===== src/rtl/jtframe_dwnld_pkg.sv =====
// Shared types and helpers for the ROM download path: queue entry layout,
// queue depth and the priority region decode.
package jtframe_dwnld_pkg;

  localparam int QDEPTH      = 2;
  localparam int MAX_AW      = 32;
  localparam int MAX_REGIONS = 8;
  localparam int WADDR_W     = MAX_AW - 1;

  // One pending SDRAM write; the address field is sized for the widest AW
  typedef struct packed {
    logic [WADDR_W-1:0] addr;
    logic [15:0]        data;
    logic [1:0]         mask;
  } prog_entry_t;

  // Highest region whose start is <= addr; region 0 when nothing matches
  function automatic logic [2:0] region_of(
    input logic [MAX_AW-1:0]             addr,
    input logic [MAX_REGIONS*MAX_AW-1:0] starts,
    input int                            regions
  );
    logic [2:0] r;
    r = 3'd0;
    for (int i = 0; i < MAX_REGIONS; i++) begin
      if ((i < regions) && (addr >= starts[i*MAX_AW +: MAX_AW])) begin
        r = 3'(i);
      end else begin
        r = r;
      end
    end
    return r;
  endfunction

endpackage


===== src/rtl/jtframe_dwnld_if.sv =====
// Download bus: ioctl byte stream in, SDRAM programming port and PROM
// side-port out, plus download status.
interface jtframe_dwnld_if #(
  parameter int AW = 22
);
  logic          downloading;
  logic [AW-1:0] ioctl_addr;
  logic [7:0]    ioctl_data;
  logic          ioctl_wr;
  logic          ioctl_wait;
  logic [AW-2:0] prog_addr;
  logic [15:0]   prog_data;
  logic [1:0]    prog_mask;
  logic          prog_we;
  logic          prog_rdy;
  logic          prom_we;
  logic [7:0]    prom_addr;
  logic [7:0]    prom_data;
  logic          dwnld_busy;
  logic          dwnld_done;
  logic          overflow;

  modport master (
    output downloading, ioctl_addr, ioctl_data, ioctl_wr, prog_rdy,
    input  ioctl_wait, prog_addr, prog_data, prog_mask, prog_we,
           prom_we, prom_addr, prom_data, dwnld_busy, dwnld_done, overflow
  );

  modport slave (
    input  downloading, ioctl_addr, ioctl_data, ioctl_wr, prog_rdy,
    output ioctl_wait, prog_addr, prog_data, prog_mask, prog_we,
           prom_we, prom_addr, prom_data, dwnld_busy, dwnld_done, overflow
  );
endinterface


===== src/rtl/jtframe_dwnld_fifo.sv =====
// Two-entry first-word-fall-through write queue. A push on a full queue is
// taken only when a pop happens in the same cycle.
module jtframe_dwnld_fifo
  import jtframe_dwnld_pkg::*;
(
  input  logic        clk,
  input  logic        rst,
  input  logic        push,
  input  logic        pop,
  input  prog_entry_t din,
  output prog_entry_t head,
  output logic [1:0]  count
);

  prog_entry_t mem_r [QDEPTH];
  logic        rd_ptr_r;
  logic        wr_ptr_r;
  logic [1:0]  count_r;
  logic        do_push_s;
  logic        do_pop_s;

  // Qualify push/pop against the current occupancy
  always_comb begin
    do_pop_s  = pop & (count_r != 2'd0);
    do_push_s = push & ((count_r != 2'd2) | do_pop_s);
  end

  // Pointer and occupancy bookkeeping
  always_ff @(posedge clk or posedge rst) begin
    if (rst) begin
      rd_ptr_r <= 1'b0;
      wr_ptr_r <= 1'b0;
      count_r  <= 2'd0;
    end else begin
      if (do_push_s) wr_ptr_r <= ~wr_ptr_r;
      if (do_pop_s)  rd_ptr_r <= ~rd_ptr_r;
      case ({do_push_s, do_pop_s})
        2'b10:   count_r <= count_r + 2'd1;
        2'b01:   count_r <= count_r - 2'd1;
        default: count_r <= count_r;
      endcase
    end
  end

  // Entry storage
  always_ff @(posedge clk or posedge rst) begin
    if (rst) begin
      for (int i = 0; i < QDEPTH; i++) mem_r[i] <= '0;
    end else if (do_push_s) begin
      mem_r[wr_ptr_r] <= din;
    end
  end

  assign head  = mem_r[rd_ptr_r];
  assign count = count_r;

endmodule


===== src/rtl/jtframe_dwnld_mux.sv =====
// ROM download mux: remaps ioctl bytes into SDRAM word writes through a
// two-entry queue, diverts the top of the address space to the PROM port,
// and reports download activity.
module jtframe_dwnld_mux
  import jtframe_dwnld_pkg::*;
#(
  parameter int                    AW         = 22,
  parameter int                    REGIONS    = 4,
  parameter logic [REGIONS*AW-1:0] REG_START  = {22'h30_0000, 22'h20_0000, 22'h08_0000, 22'h00_0000},
  parameter logic [REGIONS*AW-1:0] REG_OFFSET = {22'h30_0000, 22'h20_0000, 22'h10_0000, 22'h00_0000},
  parameter logic [AW-1:0]         PROM_START = 22'h3F_FF00,
  parameter bit                    SWAB       = 1'b0
)(
  input logic           clk,
  input logic           rst,
  jtframe_dwnld_if.slave ctl
);

  typedef enum logic [0:0] { ST_IDLE = 1'b0, ST_ISSUE = 1'b1 } state_t;

  state_t                        state_r, state_nx_s;
  logic [MAX_REGIONS*MAX_AW-1:0] starts_s;
  logic [2:0]                    region_s;
  logic [AW-1:0]                 byte_s;
  logic                          is_prom_s, push_req_s, push_ok_s, pop_s;
  prog_entry_t                   entry_s, head_s;
  logic [1:0]                    count_s;
  logic [AW-2:0]                 prog_addr_r, prog_addr_nx_s;
  logic [15:0]                   prog_data_r, prog_data_nx_s;
  logic [1:0]                    prog_mask_r, prog_mask_nx_s;
  logic                          prog_we_r, prog_we_nx_s;
  logic                          prom_we_r;
  logic [7:0]                    prom_addr_r, prom_data_r;
  logic                          busy_r, busy_nx_s, done_r, overflow_r;

  // Region starts widened into the fixed-size table the decode helper expects
  for (genvar gi = 0; gi < MAX_REGIONS; gi++) begin : g_starts
    if (gi < REGIONS) begin : g_used
      assign starts_s[gi*MAX_AW +: MAX_AW] = MAX_AW'(REG_START[gi*AW +: AW]);
    end else begin : g_unused
      assign starts_s[gi*MAX_AW +: MAX_AW] = '0;
    end
  end

  // Address remap, byte lane selection and push/pop qualification
  always_comb begin
    region_s      = region_of(MAX_AW'(ctl.ioctl_addr), starts_s, REGIONS);
    byte_s        = ctl.ioctl_addr - REG_START[int'(region_s)*AW +: AW]
                                   + REG_OFFSET[int'(region_s)*AW +: AW];
    entry_s.addr  = WADDR_W'(byte_s[AW-1:1]);
    entry_s.data  = {ctl.ioctl_data, ctl.ioctl_data};
    entry_s.mask  = (byte_s[0] ^ SWAB) ? 2'b01 : 2'b10;
    is_prom_s     = (ctl.ioctl_addr >= PROM_START);
    push_req_s    = ctl.ioctl_wr & ~is_prom_s;
    pop_s         = (state_r == ST_ISSUE) & ctl.prog_rdy;
    push_ok_s     = push_req_s & ((count_s != 2'd2) | pop_s);
    busy_nx_s     = ctl.downloading | (count_s != 2'd0) | prog_we_r;
  end

  jtframe_dwnld_fifo u_fifo (
    .clk   (clk),
    .rst   (rst),
    .push  (push_ok_s),
    .pop   (pop_s),
    .din   (entry_s),
    .head  (head_s),
    .count (count_s)
  );

  // SDRAM request sequencing: load the queue head, then hold it until acked
  always_comb begin
    state_nx_s     = state_r;
    prog_addr_nx_s = prog_addr_r;
    prog_data_nx_s = prog_data_r;
    prog_mask_nx_s = prog_mask_r;
    prog_we_nx_s   = prog_we_r;
    case (state_r)
      ST_IDLE: begin
        if (count_s != 2'd0) begin
          prog_addr_nx_s = head_s.addr[AW-2:0];
          prog_data_nx_s = head_s.data;
          prog_mask_nx_s = head_s.mask;
          prog_we_nx_s   = 1'b1;
          state_nx_s     = ST_ISSUE;
        end else begin
          prog_we_nx_s   = 1'b0;
          state_nx_s     = ST_IDLE;
        end
      end
      ST_ISSUE: begin
        if (ctl.prog_rdy) begin
          prog_we_nx_s = 1'b0;
          state_nx_s   = ST_IDLE;
        end else begin
          prog_we_nx_s = 1'b1;
          state_nx_s   = ST_ISSUE;
        end
      end
      default: begin
        prog_we_nx_s = 1'b0;
        state_nx_s   = ST_IDLE;
      end
    endcase
  end

  // FSM state and programming-port registers
  always_ff @(posedge clk or posedge rst) begin
    if (rst) begin
      state_r     <= ST_IDLE;
      prog_addr_r <= '0;
      prog_data_r <= 16'h0000;
      prog_mask_r <= 2'b00;
      prog_we_r   <= 1'b0;
    end else begin
      state_r     <= state_nx_s;
      prog_addr_r <= prog_addr_nx_s;
      prog_data_r <= prog_data_nx_s;
      prog_mask_r <= prog_mask_nx_s;
      prog_we_r   <= prog_we_nx_s;
    end
  end

  // PROM side-port, busy/done tracking and sticky drop flag
  always_ff @(posedge clk or posedge rst) begin
    if (rst) begin
      prom_we_r   <= 1'b0;
      prom_addr_r <= 8'h00;
      prom_data_r <= 8'h00;
      busy_r      <= 1'b0;
      done_r      <= 1'b0;
      overflow_r  <= 1'b0;
    end else begin
      prom_we_r <= ctl.ioctl_wr & is_prom_s;
      if (ctl.ioctl_wr & is_prom_s) begin
        prom_addr_r <= ctl.ioctl_addr[7:0];
        prom_data_r <= ctl.ioctl_data;
      end
      busy_r     <= busy_nx_s;
      done_r     <= busy_r & ~busy_nx_s;
      overflow_r <= overflow_r | (push_req_s & ~push_ok_s);
    end
  end

  assign ctl.ioctl_wait = (count_s == 2'd2);
  assign ctl.prog_addr  = prog_addr_r;
  assign ctl.prog_data  = prog_data_r;
  assign ctl.prog_mask  = prog_mask_r;
  assign ctl.prog_we    = prog_we_r;
  assign ctl.prom_we    = prom_we_r;
  assign ctl.prom_addr  = prom_addr_r;
  assign ctl.prom_data  = prom_data_r;
  assign ctl.dwnld_busy = busy_r;
  assign ctl.dwnld_done = done_r;
  assign ctl.overflow   = overflow_r;

endmodule

===== src/flat_wrapper.sv =====
// flat-port wrapper written by rule: the top's interface ports become plain ports
module jtframe_dwnld_mux_flat import jtframe_dwnld_pkg::*;
#(
  parameter int                    AW         = 22,
  parameter int                    REGIONS    = 4,
  parameter logic [REGIONS*AW-1:0] REG_START  = {22'h30_0000, 22'h20_0000, 22'h08_0000, 22'h00_0000},
  parameter logic [REGIONS*AW-1:0] REG_OFFSET = {22'h30_0000, 22'h20_0000, 22'h10_0000, 22'h00_0000},
  parameter logic [AW-1:0]         PROM_START = 22'h3F_FF00,
  parameter bit                    SWAB       = 1'b0
)
  (clk, rst, ctl_downloading, ctl_ioctl_addr, ctl_ioctl_data, ctl_ioctl_wr, ctl_prog_rdy, ctl_ioctl_wait, ctl_prog_addr, ctl_prog_data, ctl_prog_mask, ctl_prog_we, ctl_prom_we, ctl_prom_addr, ctl_prom_data, ctl_dwnld_busy, ctl_dwnld_done, ctl_overflow);
  jtframe_dwnld_if #(.AW(AW)) ctl_i ();
  input logic clk;
  input logic rst;
  input wire logic [$bits(ctl_i.downloading)-1:0] ctl_downloading;
  input wire logic [$bits(ctl_i.ioctl_addr)-1:0] ctl_ioctl_addr;
  input wire logic [$bits(ctl_i.ioctl_data)-1:0] ctl_ioctl_data;
  input wire logic [$bits(ctl_i.ioctl_wr)-1:0] ctl_ioctl_wr;
  input wire logic [$bits(ctl_i.prog_rdy)-1:0] ctl_prog_rdy;
  output wire logic [$bits(ctl_i.ioctl_wait)-1:0] ctl_ioctl_wait;
  output wire logic [$bits(ctl_i.prog_addr)-1:0] ctl_prog_addr;
  output wire logic [$bits(ctl_i.prog_data)-1:0] ctl_prog_data;
  output wire logic [$bits(ctl_i.prog_mask)-1:0] ctl_prog_mask;
  output wire logic [$bits(ctl_i.prog_we)-1:0] ctl_prog_we;
  output wire logic [$bits(ctl_i.prom_we)-1:0] ctl_prom_we;
  output wire logic [$bits(ctl_i.prom_addr)-1:0] ctl_prom_addr;
  output wire logic [$bits(ctl_i.prom_data)-1:0] ctl_prom_data;
  output wire logic [$bits(ctl_i.dwnld_busy)-1:0] ctl_dwnld_busy;
  output wire logic [$bits(ctl_i.dwnld_done)-1:0] ctl_dwnld_done;
  output wire logic [$bits(ctl_i.overflow)-1:0] ctl_overflow;
  assign ctl_i.downloading = ctl_downloading;
  assign ctl_i.ioctl_addr = ctl_ioctl_addr;
  assign ctl_i.ioctl_data = ctl_ioctl_data;
  assign ctl_i.ioctl_wr = ctl_ioctl_wr;
  assign ctl_i.prog_rdy = ctl_prog_rdy;
  assign ctl_ioctl_wait = ctl_i.ioctl_wait;
  assign ctl_prog_addr = ctl_i.prog_addr;
  assign ctl_prog_data = ctl_i.prog_data;
  assign ctl_prog_mask = ctl_i.prog_mask;
  assign ctl_prog_we = ctl_i.prog_we;
  assign ctl_prom_we = ctl_i.prom_we;
  assign ctl_prom_addr = ctl_i.prom_addr;
  assign ctl_prom_data = ctl_i.prom_data;
  assign ctl_dwnld_busy = ctl_i.dwnld_busy;
  assign ctl_dwnld_done = ctl_i.dwnld_done;
  assign ctl_overflow = ctl_i.overflow;
  jtframe_dwnld_mux #(.AW(AW), .REGIONS(REGIONS), .REG_START(REG_START), .REG_OFFSET(REG_OFFSET), .PROM_START(PROM_START), .SWAB(SWAB)) u_core (.clk(clk), .rst(rst), .ctl(ctl_i));
endmodule

===== config.mk =====
export PLATFORM = sky130hd
export DESIGN_NAME = jtframe_dwnld_mux_flat
export DESIGN_NICKNAME = d
export VERILOG_FILES = /design/src/rtl/jtframe_dwnld_pkg.sv /design/src/rtl/jtframe_dwnld_if.sv /design/src/rtl/jtframe_dwnld_fifo.sv /design/src/rtl/jtframe_dwnld_mux.sv /design/src/flat_wrapper.sv
export SDC_FILE = /design/constraint.sdc
export NUM_CORES = 1
export LEC_CHECK = 0
export CORE_AREA = 4 4 137 139
export DETAILED_ROUTE_END_ITERATION = 16
export DIE_AREA = 0 0 141 143
export GPL_ROUTABILITY_DRIVEN = 1
export PLACE_DENSITY = 0.58
export SYNTH_ARGS = -nofsm -noshare
export SYNTH_HDL_FRONTEND = slang
export SYNTH_SLANG_ARGS = --single-unit

===== constraint.sdc =====
create_clock -name clk -period 5.2 [get_ports clk]
set_input_delay 0.52 -clock clk [delete_from_list [all_inputs] [get_ports clk]]
set_output_delay 0.52 -clock clk [all_outputs]
set_load 0.005 [all_outputs]

==> impl_metrics.py <==
metrics = {
    "place": {
        "hpwl_mm": 9.76,
        "gp_congestion": 0.908,
        "placed_cell_area_um2": 7210,
        "portBuffers": 95,
    },
    "outcome": {
        "status": "finished, final reports clean",
    },
    "synth": {
        "synthArstFlopShare": 1.00,
        "syn-instance-count": 612,
        "syn_avg_cell_area_um2": 9.92,
        "seq_area_frac_synth": 0.486,
        "synth_ff_type": "dfrtp_1",
        "ys_ff_latch": 118,
        "syn_area_um2": 6070,
        "yosysWarningCount": 0,
        "syn-num-nets": 688,
        "synth.distinct_cells": 49,
        "synth_edf_count": 0,
    },
    "layout": {
        "n_antenna_cell": 0,
        "layout_commonest_cell": "nand2_1",
        "final_cell_mix": "138 x nand2_1, 117 x dfrtp_1, 95 x clkdlybuf4s50_1, 65 x o21ai_0, 40 x ha_1",
        "area_delta_synth_final_pct": 28.0,
        "fin_area_um2": 7780,
        "nNetsFinal": 774,
        "drive_above_1_share": 0.0970,
    },
    "drt": {
        "drt-pass1-iter-count": 4,
        "drc": 0,
        "wl_per_cell_um": 14.3,
        "num_vias": 4494,
        "viasPerCell": 4.78,
        "drtAntennaViolNets": 0,
        "drt_iter0_drc": 162,
        "wl_mm": 13.4,
    },
    "worst_setup_path": {
        "worstPathRequired_ps": 5470,
        "cp-end-kind": "register",
        "cp_max_fo": 29,
        "start_kind": "primary input",
        "crit_arrival_ps": 3520,
        "worstSetupPathType": "primary input to register",
    },
    "sta": {
        "grt_setup_unrepaired": "no",
        "clock_skew_ps": 10.9,
        "max_freq_ghz": 0.308,
        "finalCriticalPeriod_ps": 3250,
        "fin_crit_sh": 0.625,
        "setup_viol": 0,
        "hold_viol": 0,
        "relSlewSlack": 0.331,
        "tns_ps": 0,
        "worst_pin_slew_ps": 1000,
        "maxSlewViolCount": 0,
    },
    "die": {
        "fp.dieH_um": 143,
        "die_area_um2": 20200,
        "io_pins": 96,
        "coreArea_um2": 17700,
        "die_w_um": 141,
        "rows": 49,
        "initial_core_util": 0.344,
    },
    "hold_path": {
        "hold_path_class": "register to register",
    },
    "clocking": {
        "clkLatencyLatePin_ps": 410,
        "ctsHoldBuffers": 0,
        "clock_path_buffers": 2,
        "post_cts_buffers": 0,
        "cts_tree": "yes",
        "cts_buffers": 17,
        "clk_pin_slew_ps": 50,
        "cts_resized": 0,
        "htreeDepth": 4,
        "cts_sinks": 118,
        "cts_root_buffer": "clkbuf_16",
    },
    "power_and_ir_drop": {
        "leakage_uw": 0.00368,
        "ir_drop_v": 0.000307,
        "pwr_density_cell_nw_per_um2": 504,
    },
    "job": {
        "drv_cap": 0,
    },
    "grt": {
        "grt_pass1_wl_mm": 22.6,
        "grtUsageTotal": 0.140,
        "overflow": 0,
        "grt_max_degree": 81,
        "first_global_vias": 4544,
        "antenna_found_initial": 0,
    },
}
-- metrics by stage --
stage          setup WS (ps)  power (uW)  instances  hold slack (ps)   util
6_report                1950        3920        940              471  0.440
3_3_place_gp            1510        2820        908              457  0.408
3_5_place_dp            1460        2870        908              461  0.408
2_1_floorplan           1550        2330        612              445      -
4_1_cts                 1890        3990        940              473  0.440
5_1_grt                 1730        4240        940              498  0.440
-- metal layers --
metal,GRT usage,up-vias,routed length [um]
met3,0.0352,19,702
met5,0,-,0
met2,0.226,114,6380
li1,-,2219,-
met4,0.0551,0,240
met1,0.182,2142,6120
-- state kept, by name (all words and copies together), names as in the netlist, 2 cells and up --
register / count
u_core.ctl.prog_addr: 21
u_core.ctl.prog_data: 8
u_core.ctl.prog_mask: 2
u_core.ctl.prom_addr: 8
u_core.ctl.prom_data: 8
u_core.u_fifo.count: 2
u_core.u_fifo.mem_r: 62
-- kinds of logic (layout without fill, tap and decap cells) --
| family | after synthesis | in the layout | share of synthesized area |
|---|---|---|---|
| AND/OR/NAND/NOR | 186 | 186 | 0.132 |
| flip-flops | 118 | 118 | 0.486 |
| AO/OA/AOI/OAI | 114 | 114 | 0.114 |
| buffers and inverters | 73 | 172 | 0.0501 |
| multiplexers | 56 | 56 | 0.0974 |
| adder cells (fa/ha/maj) | 41 | 41 | 0.0857 |
| XOR/XNOR | 24 | 24 | 0.0346 |
-- worst paths after layout --
| check | start | end | slack [ps] | depth (start not counted) |
|---|---|---|---|---|
| setup / recovery | ctl_ioctl_addr[16] | u_core.u_fifo.mem_r[73] | 1950 | 8 |
| hold / removal | u_core.u_fifo.mem_r[49] | u_core.u_fifo.mem_r[49] | 470 | 2 |
| setup reg to reg | u_core.u_fifo.count[1] | u_core.u_fifo.mem_r[84] | 2780 | 6 |
| hold reg to reg | u_core.u_fifo.mem_r[49] | u_core.u_fifo.mem_r[49] | 470 | 2 |
| max in group asynchronous | rst | u_core.u_fifo.mem_r[74] | 3410 | 3 |
| min in group asynchronous | rst | u_core.ctl.dwnld_busy | 670 | 2 |
-- area by class of cell --
class / instances / area, um^2
well taps: 229 / 287
clock inverters: 10 / 95.1
fillers: 1676 / 9880
inverters: 40 / 153
repair buffers: 100 / 988
clock buffers: 22 / 474
multi-input cells: 421 / 2830
flip-flops and latches: 118 / 2950
-- power by group --
| group | leakage, uW | total, uW | switching (uW) | internal, uW |
|---|---|---|---|---|
| sequential | 0.00149 | 1550 | 266 | 1280 |
| combinational | 0.00193 | 1260 | 617 | 648 |
| clock | 0.000265 | 1100 | 409 | 695 |
-- Yosys cell counts, drive strengths merged, types with 2 or more instances --
cell type / n / area [um^2]
xnor2: 19 / 166
nand2b: 3 / 18.8
nand2: 138 / 518
o221ai: 3 / 26.3
nand4: 2 / 12.5
o41ai: 2 / 17.5
o211a: 3 / 30.0
o21ai: 65 / 325
ha: 40 / 500
a22oi: 2 / 15.0
a221oi: 3 / 38.8
clkbuf: 22 / 82.6
mux2i: 31 / 310
xor2: 5 / 43.8
nand3: 3 / 15.0
or4: 4 / 30.0
and3: 3 / 18.8
and2: 2 / 12.5
o21bai: 6 / 45.0
a21o: 3 / 22.5
a21oi: 15 / 75.1
mux2: 25 / 282
nor4: 6 / 50.0
dfrtp: 118 / 2950
o31ai: 2 / 15.0
inv: 40 / 150
or3: 4 / 25.0
nor2: 15 / 56.3
buf: 11 / 71.3
-- critical path, stage by stage --
cell and delay (ps):
clkdlybuf4s50_1 510, ha_1 180, nand4_1 190, o31ai_1 680, a21oi_1 190, nand2b_1 760, buf_4 350, o21ai_0 120
(Power assumes the default switching activity.)
